<file path="config.mk">
export PLATFORM = sky130hd
export DESIGN_NAME = jtagcdc_resp
export DESIGN_NICKNAME = d
export VERILOG_FILES = /design/src/rtl/jtagcdc_resp.sv
export SDC_FILE = /design/constraint.sdc
export NUM_CORES = 1
export LEC_CHECK = 0
export ABC_AREA = 1
export BUFFER_PORTS_ARGS = -buffer_cell sky130_fd_sc_hd__buf_2
export CAP_MARGIN = 20
export CORE_ASPECT_RATIO = 1.1
export CORE_MARGIN = 4
export CORE_UTILIZATION = 35
export DETAILED_ROUTE_END_ITERATION = 8
export GPL_ROUTABILITY_DRIVEN = 1
export GPL_TIMING_DRIVEN = 0
export SLEW_MARGIN = 20
export SYNTH_ARGS = -nofsm -noshare
export SYNTH_HDL_FRONTEND = slang
export SYNTH_SLANG_ARGS = --single-unit
</file>
<file path="constraint.sdc">
create_clock -name i_clk -period 1.4 [get_ports i_clk]
set_clock_uncertainty 0.1 [all_clocks]
set_input_delay 0.14 -clock i_clk [delete_from_list [all_inputs] [get_ports i_clk]]
set_output_delay 0.14 -clock i_clk [all_outputs]
set_load 0.1 [all_outputs]
</file>
<file path="src/rtl/jtagcdc_resp.sv">
`default_nettype none
// ============================================================================
//  Module      : jtagcdc_resp
//  Description : Response-return half of the JTAG<->system DMI clock-domain
//                crossing, running in the JTAG (TCK) domain. It receives the
//                DMI read-data/error word from the system domain over a
//                4-phase req/ack handshake and hands it to the DTM as a
//                valid/ready transfer. It also tracks the outstanding request
//                and provides the busy and sticky overrun bits for dmistat.
//
//  Ports       : i_clk            JTAG-domain clock (TCK)
//                i_nrst           synchronous active-low reset
//                i_sys_resp_valid async request level from the system domain
//                i_sys_resp_data  async read data, stable while valid is high
//                i_sys_resp_error async error flag, stable while valid is high
//                o_sys_resp_ack   registered ack level back to system domain
//                i_dmi_req_sent   pulse: DTM issued a request
//                i_dmi_reset      pulse: clear sticky overrun
//                i_dmi_hardreset  pulse: abort the current transaction
//                o_dmi_resp_valid response available to the DTM
//                i_dmi_resp_ready DTM accepts the response
//                o_dmi_resp_data  captured read data
//                o_dmi_resp_error captured error flag
//                o_dmi_busy       a request is outstanding
//                o_dmi_overrun    sticky: request issued while busy
//
//  Revision    : 1.0  initial release
// ============================================================================
module jtagcdc_resp #(
    parameter int SYNC_STAGES = 2
) (
    input  logic        i_clk,
    input  logic        i_nrst,
    input  logic        i_sys_resp_valid,
    input  logic [31:0] i_sys_resp_data,
    input  logic        i_sys_resp_error,
    output logic        o_sys_resp_ack,
    input  logic        i_dmi_req_sent,
    input  logic        i_dmi_reset,
    input  logic        i_dmi_hardreset,
    output logic        o_dmi_resp_valid,
    input  logic        i_dmi_resp_ready,
    output logic [31:0] o_dmi_resp_data,
    output logic        o_dmi_resp_error,
    output logic        o_dmi_busy,
    output logic        o_dmi_overrun
);

    typedef enum logic [1:0] {
        ST_IDLE     = 2'd0,
        ST_RESP     = 2'd1,
        ST_WAIT_REL = 2'd2
    } state_t;

    state_t                 r_state;
    state_t                 w_state_n;
    logic [SYNC_STAGES-1:0] r_sync;
    logic                   w_sv;

    logic        r_ack,     w_ack_n;
    logic        r_valid,   w_valid_n;
    logic [31:0] r_data,    w_data_n;
    logic        r_error,   w_error_n;
    logic        r_pending, w_pending_n;
    logic        r_overrun, w_overrun_n;
    logic        r_busy,    w_busy_n;
    logic        w_hs;

    // Only the valid level crosses through the synchronizer; data and error
    // are guaranteed stable by the sender while that level is high.
    always_ff @(posedge i_clk) begin
        if (!i_nrst) begin
            r_sync <= '0;
        end else begin
            r_sync <= {r_sync[SYNC_STAGES-2:0], i_sys_resp_valid};
        end
    end

    assign w_sv = r_sync[SYNC_STAGES-1];

    always_ff @(posedge i_clk) begin
        if (!i_nrst) begin
            r_state   <= ST_IDLE;
            r_ack     <= 1'b0;
            r_valid   <= 1'b0;
            r_data    <= 32'd0;
            r_error   <= 1'b0;
            r_pending <= 1'b0;
            r_overrun <= 1'b0;
            r_busy    <= 1'b0;
        end else begin
            r_state   <= w_state_n;
            r_ack     <= w_ack_n;
            r_valid   <= w_valid_n;
            r_data    <= w_data_n;
            r_error   <= w_error_n;
            r_pending <= w_pending_n;
            r_overrun <= w_overrun_n;
            r_busy    <= w_busy_n;
        end
    end

    always_comb begin
        w_state_n   = r_state;
        w_ack_n     = r_ack;
        w_valid_n   = r_valid;
        w_data_n    = r_data;
        w_error_n   = r_error;
        w_pending_n = r_pending;
        w_overrun_n = r_overrun;
        w_hs        = 1'b0;

        if (i_dmi_hardreset) begin
            w_valid_n   = 1'b0;
            w_pending_n = 1'b0;
            w_overrun_n = 1'b0;
            // With ack raised the sender still has to see the release phase,
            // so park in WAIT_REL until its valid drops.
            w_state_n   = r_ack ? ST_WAIT_REL : ST_IDLE;
        end else begin
            case (r_state)
                ST_IDLE: begin
                    if (w_sv) begin
                        w_data_n  = i_sys_resp_data;
                        w_error_n = i_sys_resp_error;
                        w_ack_n   = 1'b1;
                        w_valid_n = 1'b1;
                        w_state_n = ST_RESP;
                    end
                end
                ST_RESP: begin
                    if (r_valid && i_dmi_resp_ready) begin
                        w_hs        = 1'b1;
                        w_valid_n   = 1'b0;
                        w_pending_n = 1'b0;
                        w_state_n   = ST_WAIT_REL;
                    end
                end
                ST_WAIT_REL: begin
                    if (!w_sv) begin
                        w_ack_n   = 1'b0;
                        w_state_n = ST_IDLE;
                    end
                end
                default: begin
                    w_state_n = ST_IDLE;
                end
            endcase

            // A request sent in the delivery cycle is a legitimate new request,
            // not an overrun of the one being completed.
            if (i_dmi_req_sent) begin
                w_pending_n = 1'b1;
                if (r_busy && !w_hs) begin
                    w_overrun_n = 1'b1;
                end
            end

            if (i_dmi_reset) begin
                w_overrun_n = 1'b0;
            end
        end
    end

    // Busy is registered from the next-state values so it stays glitch free.
    assign w_busy_n = w_pending_n | (w_state_n == ST_RESP);

    assign o_sys_resp_ack   = r_ack;
    assign o_dmi_resp_valid = r_valid;
    assign o_dmi_resp_data  = r_data;
    assign o_dmi_resp_error = r_error;
    assign o_dmi_busy       = r_busy;
    assign o_dmi_overrun    = r_overrun;

endmodule
`default_nettype wire
</file>
==> results.yml <==
cts:
  clkSlewWorstSetupHoldPaths_ns: 0.09
  cts-root-to-sink-buffers: 2
  tritoncts_sinks: 42
  cts_tree: "done"
  numCtsBuffers: 5
  clock_insertion_delay_worst_skew_ns: 0.29
  ctsHtreeMaxLevel: 2
  clk_root_buffer_cell: "sky130_fd_sc_hd__clkbuf_8"
outcome:
  status: "complete, but fails checks"
  violations: "negative hold slack"
setup_path:
  critical_path.startpoint_type: "register"
  end_kind: "output pin"
  path_max_fanout: 2
  crit_path_max_incr_delay_ns: 0.43
  cpLargestDelayFamily: "buffers and inverters"
  worstPathCellList: "buf_2"
  worstPathBufferInverterCount: 1
  cp_slowest_cell: "sky130_fd_sc_hd__buf_2"
  worstSetupPathType: "register to output pin"
  required_ns: 1.16
  worst-endpoint-arrival_ns: 1.07
final_layout:
  final.fill_count: 432
  post_route_cells_drive_above_1_share: 0.320
  design.final.nets: 348
  multi_input_comb_area_um2: 573
  antenna_cells: 0
  final-instance-count-excl-fill: 361
  storage_element_area_um2: 845
  area_growth_pct: 54.3
routing:
  vias: 1539
  routed_vias_inst: 4.26
  routed_wirelength_um: 3880
  drt.antenna.violating_nets: 0
  drcViolationCount: 0
  wl_per_cell_um: 10.7
  drt_first_iter_violations: 64
  drt_pre_antenna_iters: 4
place:
  globalplace.congestion: 0.790
  portBuffers: 75
  place.detailed.hpwl_um: 2650
  placed_cells_incl_taps: 323
pwr:
  power.density_cell_area_nw_per_um2: 1080
  power.leakage_nw: 1.16
  vdd_ir_drop_max_mv: 0.647
floorplan:
  fp.dieH_um: 77.4
  start_util: 0.375
  fp.dieArea_um2: 5500
  ioPinCount: 77
  fp-row-count: 24
  die_w_um: 71.1
  placeableCoreArea_um2: 4080
grt:
  wire_length_of_the_first_global_routing_pass_um: 6460
  grt_antenna_before_repair: 0
  gr-total-overflow: 0
  grt_start_max_net_pins: 15
  grt_pass1_vias: 1453
  grt_usage: 0.147
min_path:
  worstHoldPathType: "input port to register"
synthesis:
  synth_area_leader_cell: "sky130_fd_sc_hd__dfxtp_1"
  synthesis.nets: 236
  synth_xor_xnor_area_share: 0
  synth.most_common_cell: "sky130_fd_sc_hd__nor2_1"
  yosys_register_bits: 42
  synth_async_sr_flop_share: 0
  ys_warn_count: 0
  synth_mux_area_frac: 0
  synth_top_area_share: 0.549
  yosys.cell_types.count: 20
  main_combinational_cell_family_by_area_after_synthesis: "simple AND/OR/NAND/NOR gates"
  synth_compound_gate_area_share: 0.118
  post_synth_main_area_contributors: "sky130_fd_sc_hd__dfxtp_1, sky130_fd_sc_hd__nor2_1, sky130_fd_sc_hd__o21ai_0"
  ys.flop_type: "sky130_fd_sc_hd__dfxtp_1"
  netlist_top_cells_count: "sky130_fd_sc_hd__nor2_1, sky130_fd_sc_hd__dfxtp_1, sky130_fd_sc_hd__o21ai_0"
  yosysSeqAreaShare: 0.549
  synth-edff-count: 0
  synthAdderAreaFrac: 0
  syn_area_um2: 1530
  post_synth_and_or_nand_nor_area_fraction: 0.256
  number_of_standard_cells_after_synthesis: 196
  syn_area_per_cell_um2: 7.82
timing:
  layout_min_cycle_time_ns: 1.31
  hold-worst-slack_ns: -0.0120
  hold_violations: 1
  grt_setup_unrepaired: "no"
  worstMarginPinSlew_ns: 0.496
  report.final.setup_viol: 0
  final_max_tran_viols: 0
  fin_crit_sh: 0.937
  slew-limit-headroom: 0.672
  setup_tns_ns: 0
  fmax_mhz: 763
run:
  cap_viol_max_count: 0
[area by class of cell]
cell class | count | area share
clock inverters | 3 | 0.00899
clock buffers | 5 | 0.0291
inverters | 13 | 0.0217
flip-flops and latches | 42 | 0.357
plain buffers | 10 | 0.0296
multi-input cells | 131 | 0.242
repair buffers | 105 | 0.284
well taps | 52 | 0.0275
[power breakdown]
part           switching, mW  internal, mW
registers             0.0211          1.24
logic                  0.368         0.163
clock network          0.416         0.350
total                  0.806          1.75
[registers in the layout, summed over array words and instances, names as in the netlist]
name / count
o_dmi_resp_error: 1
r_sync: 2
o_dmi_resp_valid: 1
o_dmi_overrun: 1
r_state: 2
r_pending: 1
o_sys_resp_ack: 1
o_dmi_busy: 1
o_dmi_resp_data: 32
[layout by cell type (no fill, tap or decap)]
cell	n
sky130_fd_sc_hd__buf_2	77
sky130_fd_sc_hd__nor2_1	70
sky130_fd_sc_hd__dfxtp_1	39
sky130_fd_sc_hd__dlygate4sd3_1	28
sky130_fd_sc_hd__o21ai_0	23
sky130_fd_sc_hd__nand2_1	17
sky130_fd_sc_hd__inv_1	12
sky130_fd_sc_hd__o21ai_1	10
sky130_fd_sc_hd__clkbuf_8	5
sky130_fd_sc_hd__buf_4	4
sky130_fd_sc_hd__clkbuf_1	3
sky130_fd_sc_hd__a21oi_1	3
sky130_fd_sc_hd__buf_6	3
sky130_fd_sc_hd__dfxtp_2	3
sky130_fd_sc_hd__nand4_1	2
sky130_fd_sc_hd__nand3b_1	1
sky130_fd_sc_hd__or2_2	1
sky130_fd_sc_hd__nor2_4	1
sky130_fd_sc_hd__nand3_4	1
sky130_fd_sc_hd__inv_4	1
sky130_fd_sc_hd__nand3_1	1
sky130_fd_sc_hd__or2_1	1
sky130_fd_sc_hd__clkinv_4	1
sky130_fd_sc_hd__clkinvlp_4	1
sky130_fd_sc_hd__clkinv_2	1
[cell families (layout without fill, tap and decap cells)]
group,Yosys count,count (layout)
AO/OA/AOI/OAI,36,36
flip-flops,42,42
AND/OR/NAND/NOR,95,95
buffers and inverters,23,136
[metal layers]
layer / track usage / vias to the layer above / share of wire
li1: - / 837 / -
met1: 0.176 / 653 / 0.43
met2: 0.243 / 43 / 0.49
met3: 0.0452 / 6 / 0.060
met4: 0.0658 / 0 / 0.019
met5: 0 / - / 0
[through the flow]
step / utilization / power, mW / area (um^2) / hold WS (ns) / setup WS, ns
2_1_floorplan: - / 1.65 / 1540 / 0.138 / 0.0269
3_3_place_gp: 0.484 / 1.75 / 1980 / 0.232 / 0.0706
3_5_place_dp: 0.484 / 1.76 / 1980 / 0.242 / 0.0600
4_1_cts: 0.574 / 2.59 / 2350 / 0.000943 / 0.0531
5_1_grt: 0.579 / 2.69 / 2360 / 0.00217 / 0.00745
6_report: 0.579 / 2.55 / 2360 / -0.0120 / 0.0889
[final timing paths]
path	slack, ns	to	start	depth (start not counted)
min reg2reg	0.31	r_sync[1]$_SDFF_PN0_	r_sync[0]$_SDFF_PN0_	2
max	0.09	o_dmi_resp_data[15]	o_dmi_resp_data[15]$_SDFFE_PN0P_	1
max reg2reg	0.12	o_dmi_resp_data[11]$_SDFFE_PN0P_	r_state[0]$_SDFF_PN0_	5
min	-0.01	o_dmi_resp_data[10]$_SDFFE_PN0P_	i_sys_resp_data[10]	3
[what timing repair did]
item,in CTS,in global routing
endpoints found under the hold margin,28,0
endpoints found under the setup margin,0,22
resized for setup,0,6
setup buffers,0,2
hold buffers,28,0
(Power assumes the default switching activity.)
